==> config.mk <==
export PLATFORM = sky130hd
export DESIGN_NAME = ring_divider_n
export DESIGN_NICKNAME = d
export VERILOG_FILES = /design/src/rtl/ring_divider_n.sv
export SDC_FILE = /design/constraint.sdc
export NUM_CORES = 1
export LEC_CHECK = 0
export CAP_MARGIN = 10
export CELL_PAD_IN_SITES_DETAIL_PLACEMENT = 1
export CELL_PAD_IN_SITES_GLOBAL_PLACEMENT = 1
export CORE_MARGIN = 8
export CORE_UTILIZATION = 49
export CTS_CLUSTER_DIAMETER = 100
export DETAILED_ROUTE_END_ITERATION = 7
export DONT_BUFFER_PORTS = 1
export PLACE_DENSITY = 0.86
export REMOVE_ABC_BUFFERS = 1
export SETUP_SLACK_MARGIN = 0.05
export SLEW_MARGIN = 20
export SYNTH_ARGS = -nofsm -noshare
export SYNTH_HDL_FRONTEND = slang
export SYNTH_SLANG_ARGS = --single-unit
==> constraint.sdc <==
create_clock -name cp0 -period 4.7 [get_ports cp0]
set_input_delay 0.47 -clock cp0 [delete_from_list [all_inputs] [get_ports cp0]]
set_output_delay 0.47 -clock cp0 [all_outputs]
set_load 0.02 [all_outputs]
==> src/rtl/ring_divider_n.sv <==
// One-hot ring sequencer / divide-by-L with a runtime length, up/down direction,
// a registered terminal-count pulse and a binary count. All outputs come from registers.
module ring_divider_n #(
  parameter  int N  = 10,
  localparam int CW = $clog2(N),
  localparam int LW = $clog2(N + 1)
) (
  input  logic          cp0,
  input  logic          mr,
  input  logic          cp1,
  input  logic          dir,
  input  logic [LW-1:0] len,
  output logic [N-1:0]  out_q,
  output logic [CW-1:0] ctr_q,
  output logic          carry,
  output logic          tc
);

  localparam logic [LW-1:0] LEN_MAX = LW'(N);
  localparam logic [LW-1:0] LEN_MIN = LW'(2);

  logic [CW-1:0] cnt_q, cnt_d;
  logic [LW-1:0] l_act_q, l_act_d;
  logic          tc_q, tc_d;

  logic [LW-1:0] l_eff;
  logic [LW-1:0] cnt_ext;
  logic [LW:0]   half_len;
  logic          out_of_range;
  logic          terminal;

  // Out-of-range lengths fall back to the full ring.
  assign l_eff = ((len >= LEN_MIN) && (len <= LEN_MAX)) ? len : LEN_MAX;

  assign cnt_ext      = LW'(cnt_q);
  assign out_of_range = (cnt_ext >= l_act_q);
  // A corrupted count counts as terminal in both directions, so it recovers on one advance.
  assign terminal     = out_of_range ||
                        (dir ? (cnt_q == '0) : (cnt_ext == (l_act_q - LW'(1))));

  always_comb begin
    cnt_d   = cnt_q;
    l_act_d = l_act_q;
    tc_d    = 1'b0;
    if (mr) begin
      cnt_d   = '0;
      l_act_d = l_eff;
    end else if (!cp1) begin
      if (terminal) begin
        l_act_d = l_eff;
        tc_d    = 1'b1;
        cnt_d   = dir ? CW'(l_eff - LW'(1)) : '0;
      end else begin
        cnt_d = dir ? (cnt_q - CW'(1)) : (cnt_q + CW'(1));
      end
    end
  end

  always_ff @(posedge cp0) begin
    cnt_q   <= cnt_d;
    l_act_q <= l_act_d;
    tc_q    <= tc_d;
  end

  // carry is high for the first ceil(L_act/2) counts of the period.
  assign half_len = ({1'b0, l_act_q} + (LW+1)'(1)) >> 1;
  assign carry    = ({1'b0, cnt_ext} < half_len);

  always_comb begin
    out_q = '0;
    for (int i = 0; i < N; i++) begin
      out_q[i] = (cnt_q == CW'(i));
    end
  end

  assign ctr_q = cnt_q;
  assign tc    = tc_q;

endmodule

==> results of run 1 <==
==> power by group through the flow <==
stage / sequential, W / clock [W] / combinational [W]
2_1_floorplan: 0.000166 / 0 / 0.000283
3_3_place_gp: 0.000183 / 0 / 0.000328
3_5_place_dp: 0.000185 / 0 / 0.000339
4_1_cts: 0.000184 / 0.0000646 / 0.000341
5_1_grt: 0.000192 / 0.0000642 / 0.000378
6_report: 0.000183 / 0.0000611 / 0.000334
==> per-layer routing <==
layer  wire [microns]  GRT usage [%]
met4               44           6.98
met1              974           15.1
met5                0              0
met2             1160           22.8
met3               79           2.54
==> synth_stat cells, drive strengths merged (2+ instances only) <==
cell / n
nand2b: 2
edfxtp: 4
and3b: 2
a211o: 2
and2: 8
a21boi: 2
clkbuf: 3
a21oi: 2
ha: 14
nor2b: 4
o211ai: 2
xnor2: 9
nand3: 3
nand2: 3
buf: 2
inv: 9
o21bai: 3
o21ai: 2
nor2: 4
or4: 2
or3: 3
nor3: 4
dfxtp: 5
nand3b: 3
==> stage by stage <==
stage / util, % / area [sq um]
finish: 52.7 / 1010
global route: 52.7 / 1010
CTS: 52.7 / 1010
detailed placement: 51.4 / 987
global placement: 51.4 / 987
floorplan: - / 953
==> flip-flops by register name (all words and copies together), names as in the netlist <==
register  count
tc            1
ctr_q         4
l_act_q       4
==> cells by family after synthesis <==
kind of cell	count (synthesis)	share of synthesized area [%]
flops	9	22.4
simple gates	43	28.5
fa+ha+maj	14	17.8
buf+inv	14	6.61
compound gates	19	14.9
xor+xnor	10	8.90
mux	1	1.02
==> worst paths after layout <==
path | start | end | slack, ns
worst max-delay path | l_act_q[0] | carry | 2.04
worst min-delay path | mr | tc | 0.27
worst max register to register | ctr_q[0] | l_act_q[1] | 2.19
worst min register to register | ctr_q[0] | ctr_q[0] | 0.70
==> worst register-to-register path, cell delays in order (launching register included) <==
cell and delay, ns:
dfxtp_1 0.58, inv_1 0.18, ha_1 0.34, or3_4 0.40, nor3_4 0.26, nor2_1 0.10, o21bai_1 0.31
==> layout make-up <==
cell class / count / share of cell area [%]
clock buffer: 4 / 2.59
multi-input combinational: 87 / 69.0
sequential: 9 / 21.7
tap: 27 / 3.33
inverter: 9 / 3.33
==> flow_summary.ini, run 1 <==
[place]
hpwl_mm = 1.83
pre_cts_ws_ns = 2.18
dp_cells = 132
gp_congestion = 0.820
io_buffers = 0

[finish]
antenna_cells = 0
nNetsFinal = 132
register_area_sq_um = 220
num-fill-cells = 239
final_common_cell = ha_1
multi_input_area_sq_um = 699
final_cell_count_no_fill = 136
drive_gt1_share_pct = 8.26
most-common-layout-cells = ha_1 (14), inv_1 (9), xnor2_1 (9), and2_1 (8), dfxtp_1 (5)
area_delta_synth_final_pct = 2.92

[cts]
cts_root_buf = clkbuf_4
clkLatencyLatePin_ns = 0.27
htreeDepth = 1
cts.sinks = 9
path_clk_slew_ns = 0.06
cts_inserted_buffers = 3
cts_hold_buffers = 0
post_cts_resized = 0
post-cts-setup-buffer-count = 0
cts.path.max_buffers = 2
cts_tree = yes

[pwr]
p_int_w = 0.000278
clkPwrFrac_pct = 10.6
power_leakage_nw = 0.403
swShare_pct = 51.9
power_frac_seq_pct = 31.6
combinationalPowerShare_pct = 57.8
power.total_w = 0.000578
peakVddDrop_uv = 326
p_sw_w = 0.000300
p_per_area_mw_per_mm2 = 570

[die]
die_h_microns = 60.8
core_area_sq_mm = 0.00192
rows = 16
die_w_microns = 60.8
die_area_sq_mm = 0.00370
io_pins = 24
initial_core_util_pct = 51.2

[detailed_routing]
first_iter_violations = 7
vias = 772
drc = 0
via_per_inst = 5.68
drt_pass1_iterations = 4
ant_nets = 0
wire_per_inst_microns = 16.6
wirelength_mm = 2.26

[yosys]
ys_ff_latch = 9
synth_ff_type = dfxtp_1
ys_seq_area_share_pct = 22.4
synth_cell_types = 42
synth_edf_count = 4
synth_area_leaders = ha_1 (18%), edfxtp_1 (12%), dfxtp_1 (10%)
syn_inst = 110
synth-async-reset-ratio_pct = 0
yosysWarnings = 0
yosysTopAreaCellShare_pct = 17.8
yosysTopAreaCell = ha_1
avgSynthCellArea_sq_um = 8.95
synth.cell_area_sq_um = 985

[sta]
grt_setup_unrepaired = no
period_needed_ns = 2.66
timing.final.crit_share_pct = 56.7
setup_viol = 0
drv_slew = 0
finalSetupTns_ns = 0
fmax_ghz = 0.376
hold_violations = 0
slew_headroom_pct = 59.5
worst_slew_pin_slew_ns = 0.607
whs_ns = 0.273
fin_skew_ns = 0.00557
layout_setup_ws_ns = 2.04

[worst_setup_path]
max_stage_delay_ns = 0.46
crit_fanout = 5
cp.buffers_inverters = 0
worst-r2r-cell-count = 6
cp.arrival_ns = 2.19
critPathCaptureType = output pin
required_ns = 4.23
cp_top_family = compound AO/OA/AOI/OAI gates
critical_path.cell_chain = ha_1, xnor2_1, ha_1, a21boi_0, o21ai_0, nand2b_1, a21oi_1
setup.worst_path.start_class = flip-flop
path_common_cell = ha_1
critPathSlowestCell = edfxtp_1
cp.depth = 7
path_class = flip-flop to output pin

[global_route]
grt_pass1_wl_mm = 3.62
grt_usage_pct = 13.3
grt_max_degree = 14
grt_pass1_vias = 778
grt-ovfl-total = 0
antenna_found_initial = 0

[run_status]
status = finished clean

[run]
drv_cap = 0

[hold_path]
min_path_cells = 1
hold_class = primary input to flip-flop
Note: power is estimated with default switching activity, not from simulation.
==> inputs of run 2 (changes only) <==
- CORE_UTILIZATION: 49 -> 46
- PLACE_DENSITY: 0.86 -> 0.81
- clock period: 4.7 -> 2.6 ns (I/O delays scaled with it)
==> flow_summary.ini, run 2 (synthesis results as in run 1) <==
[cts]
path_clk_slew_ns = 0.07
cts_inserted_buffers = 3
clkLatencyLatePin_ns = 0.27
htreeDepth = 1
post-cts-setup-buffer-count = 0
cts_tree = yes
cts.sinks = 9
cts_hold_buffers = 0
cts.path.max_buffers = 2
cts_root_buf = clkbuf_4
post_cts_resized = 0

[detailed_routing]
drt_pass1_iterations = 4
first_iter_violations = 12
via_per_inst = 5.82
drc = 0
wire_per_inst_microns = 18.9
wirelength_mm = 2.68
ant_nets = 0
vias = 827

[pwr]
power_leakage_nw = 0.434
peakVddDrop_uv = 546
p_per_area_mw_per_mm2 = 1090

[run_status]
status = finished clean

[place]
hpwl_mm = 2.20
gp_congestion = 0.833
io_buffers = 0
place_area_sq_mm = 0.00103

[global_route]
grt_pass1_wl_mm = 4.39
grt_max_degree = 14
grt_usage_pct = 13.7
grt_pass1_vias = 872
grt-ovfl-total = 0
antenna_found_initial = 0

[finish]
nNetsFinal = 138
fin_area_sq_mm = 0.00106
drive_gt1_share_pct = 13.0
final_common_cell = ha_1
most-common-layout-cells = ha_1 (14), inv_1 (9), xnor2_1 (9), and2_1 (8), buf_4 (6)
antenna_cells = 0
num-fill-cells = 232
area_delta_synth_final_pct = 7.50

[sta]
drv_slew = 0
slew_headroom_pct = 71.0
fin_skew_ns = 0.00741
grt_setup_unrepaired = no
worst_slew_pin_slew_ns = 0.434
period_needed_ns = 2.36
hold_violations = 0
setup_viol = 0
fmax_ghz = 0.424
timing.final.crit_share_pct = 90.7
finalSetupTns_ns = 0

[worst_setup_path]
cp-endpoint = l_act_q[2]
rrSetupSlack_ns = 0.24
critPathCaptureType = flip-flop
startpoint = l_act_q[0]
path_class = flip-flop to flip-flop
r2r_start = l_act_q[0]
required_ns = 2.53
setup.worst_path.start_class = flip-flop
crit_fanout = 6
worst-r2r-cell-count = 7
cp.arrival_ns = 2.29
r2r_end = l_act_q[2]

[die]
initial_core_util_pct = 49.7
die_w_microns = 62.3
rows = 16
die_h_microns = 62.3
core_area_sq_mm = 0.00198
io_pins = 24
die_area_sq_mm = 0.00388

[run]
drv_cap = 0

[hold_path]
hold_class = primary input to flip-flop
[run 2: cell count changes in the layout (fill, tap and decap cells not counted)]
cell / before / now
buf_4: 0 / 6
[run 2: per-stage QoR]
stage / power, W / utilization [%] / setup WS, ns / hold WS (ns) / cells
floorplan: 0.000812 / - / 0.318 / 0.337 / 105
detailed placement: 0.00105 / 52.1 / 0.248 / 0.349 / 138
finish: 0.00115 / 53.4 / 0.243 / 0.0774 / 142
global route: 0.00124 / 53.4 / 0.0977 / 0.0659 / 142
global placement: 0.000995 / 52.1 / 0.382 / 0.358 / 138
CTS: 0.00116 / 53.4 / 0.229 / 0.0721 / 142
[run 2: area by class of cell]
cell class	instances	area, sq um	share of cell area, %
Sequential cell	9	220	20.8
Multi-Input combinational cell	87	699	66.1
Inverter	9	33.8	3.19
Clock buffer	4	26.3	2.48
Tap cell	27	33.8	3.19
Timing Repair Buffer	6	45.0	4.26
[run 2: how the worst min path moves through the flow]
stage                     start  endpoint  slack [ns]  cells past startpoint
final                        mr        tc        0.08                      1
after global routing         mr        tc        0.07                      1
after CTS                    mr        tc        0.07                      1
after detailed placement     mr        tc        0.35                      1
after global placement       mr        tc        0.36                      1
after floorplan              mr        tc        0.34                      1
[run 2: report_power, final]
part / internal, W / leakage [nW] / switching (W) / total, W
Sequential: 0.000195 / 0.0805 / 0.0000598 / 0.000255
Clock: 0.0000594 / 0.0150 / 0.0000557 / 0.000115
Combinational: 0.000310 / 0.338 / 0.000474 / 0.000785
[run 2: worst max-delay path, stage by stage, from the launching register on]
cell,delay [ns]
edfxtp_1,0.43
inv_1,0.06
ha_1,0.32
xnor2_1,0.14
or3_4,0.35
nor3_4,0.29
nor2_1,0.10
o21bai_1,0.32
[run 2: per-layer routing]
layer,global-route usage [%],part of all wire [%],up-vias
li1,-,-,399
met1,14.7,40,398
met2,25.4,55,21
met3,2.87,4.1,9
met4,5.13,1.7,0
met5,0,0,-
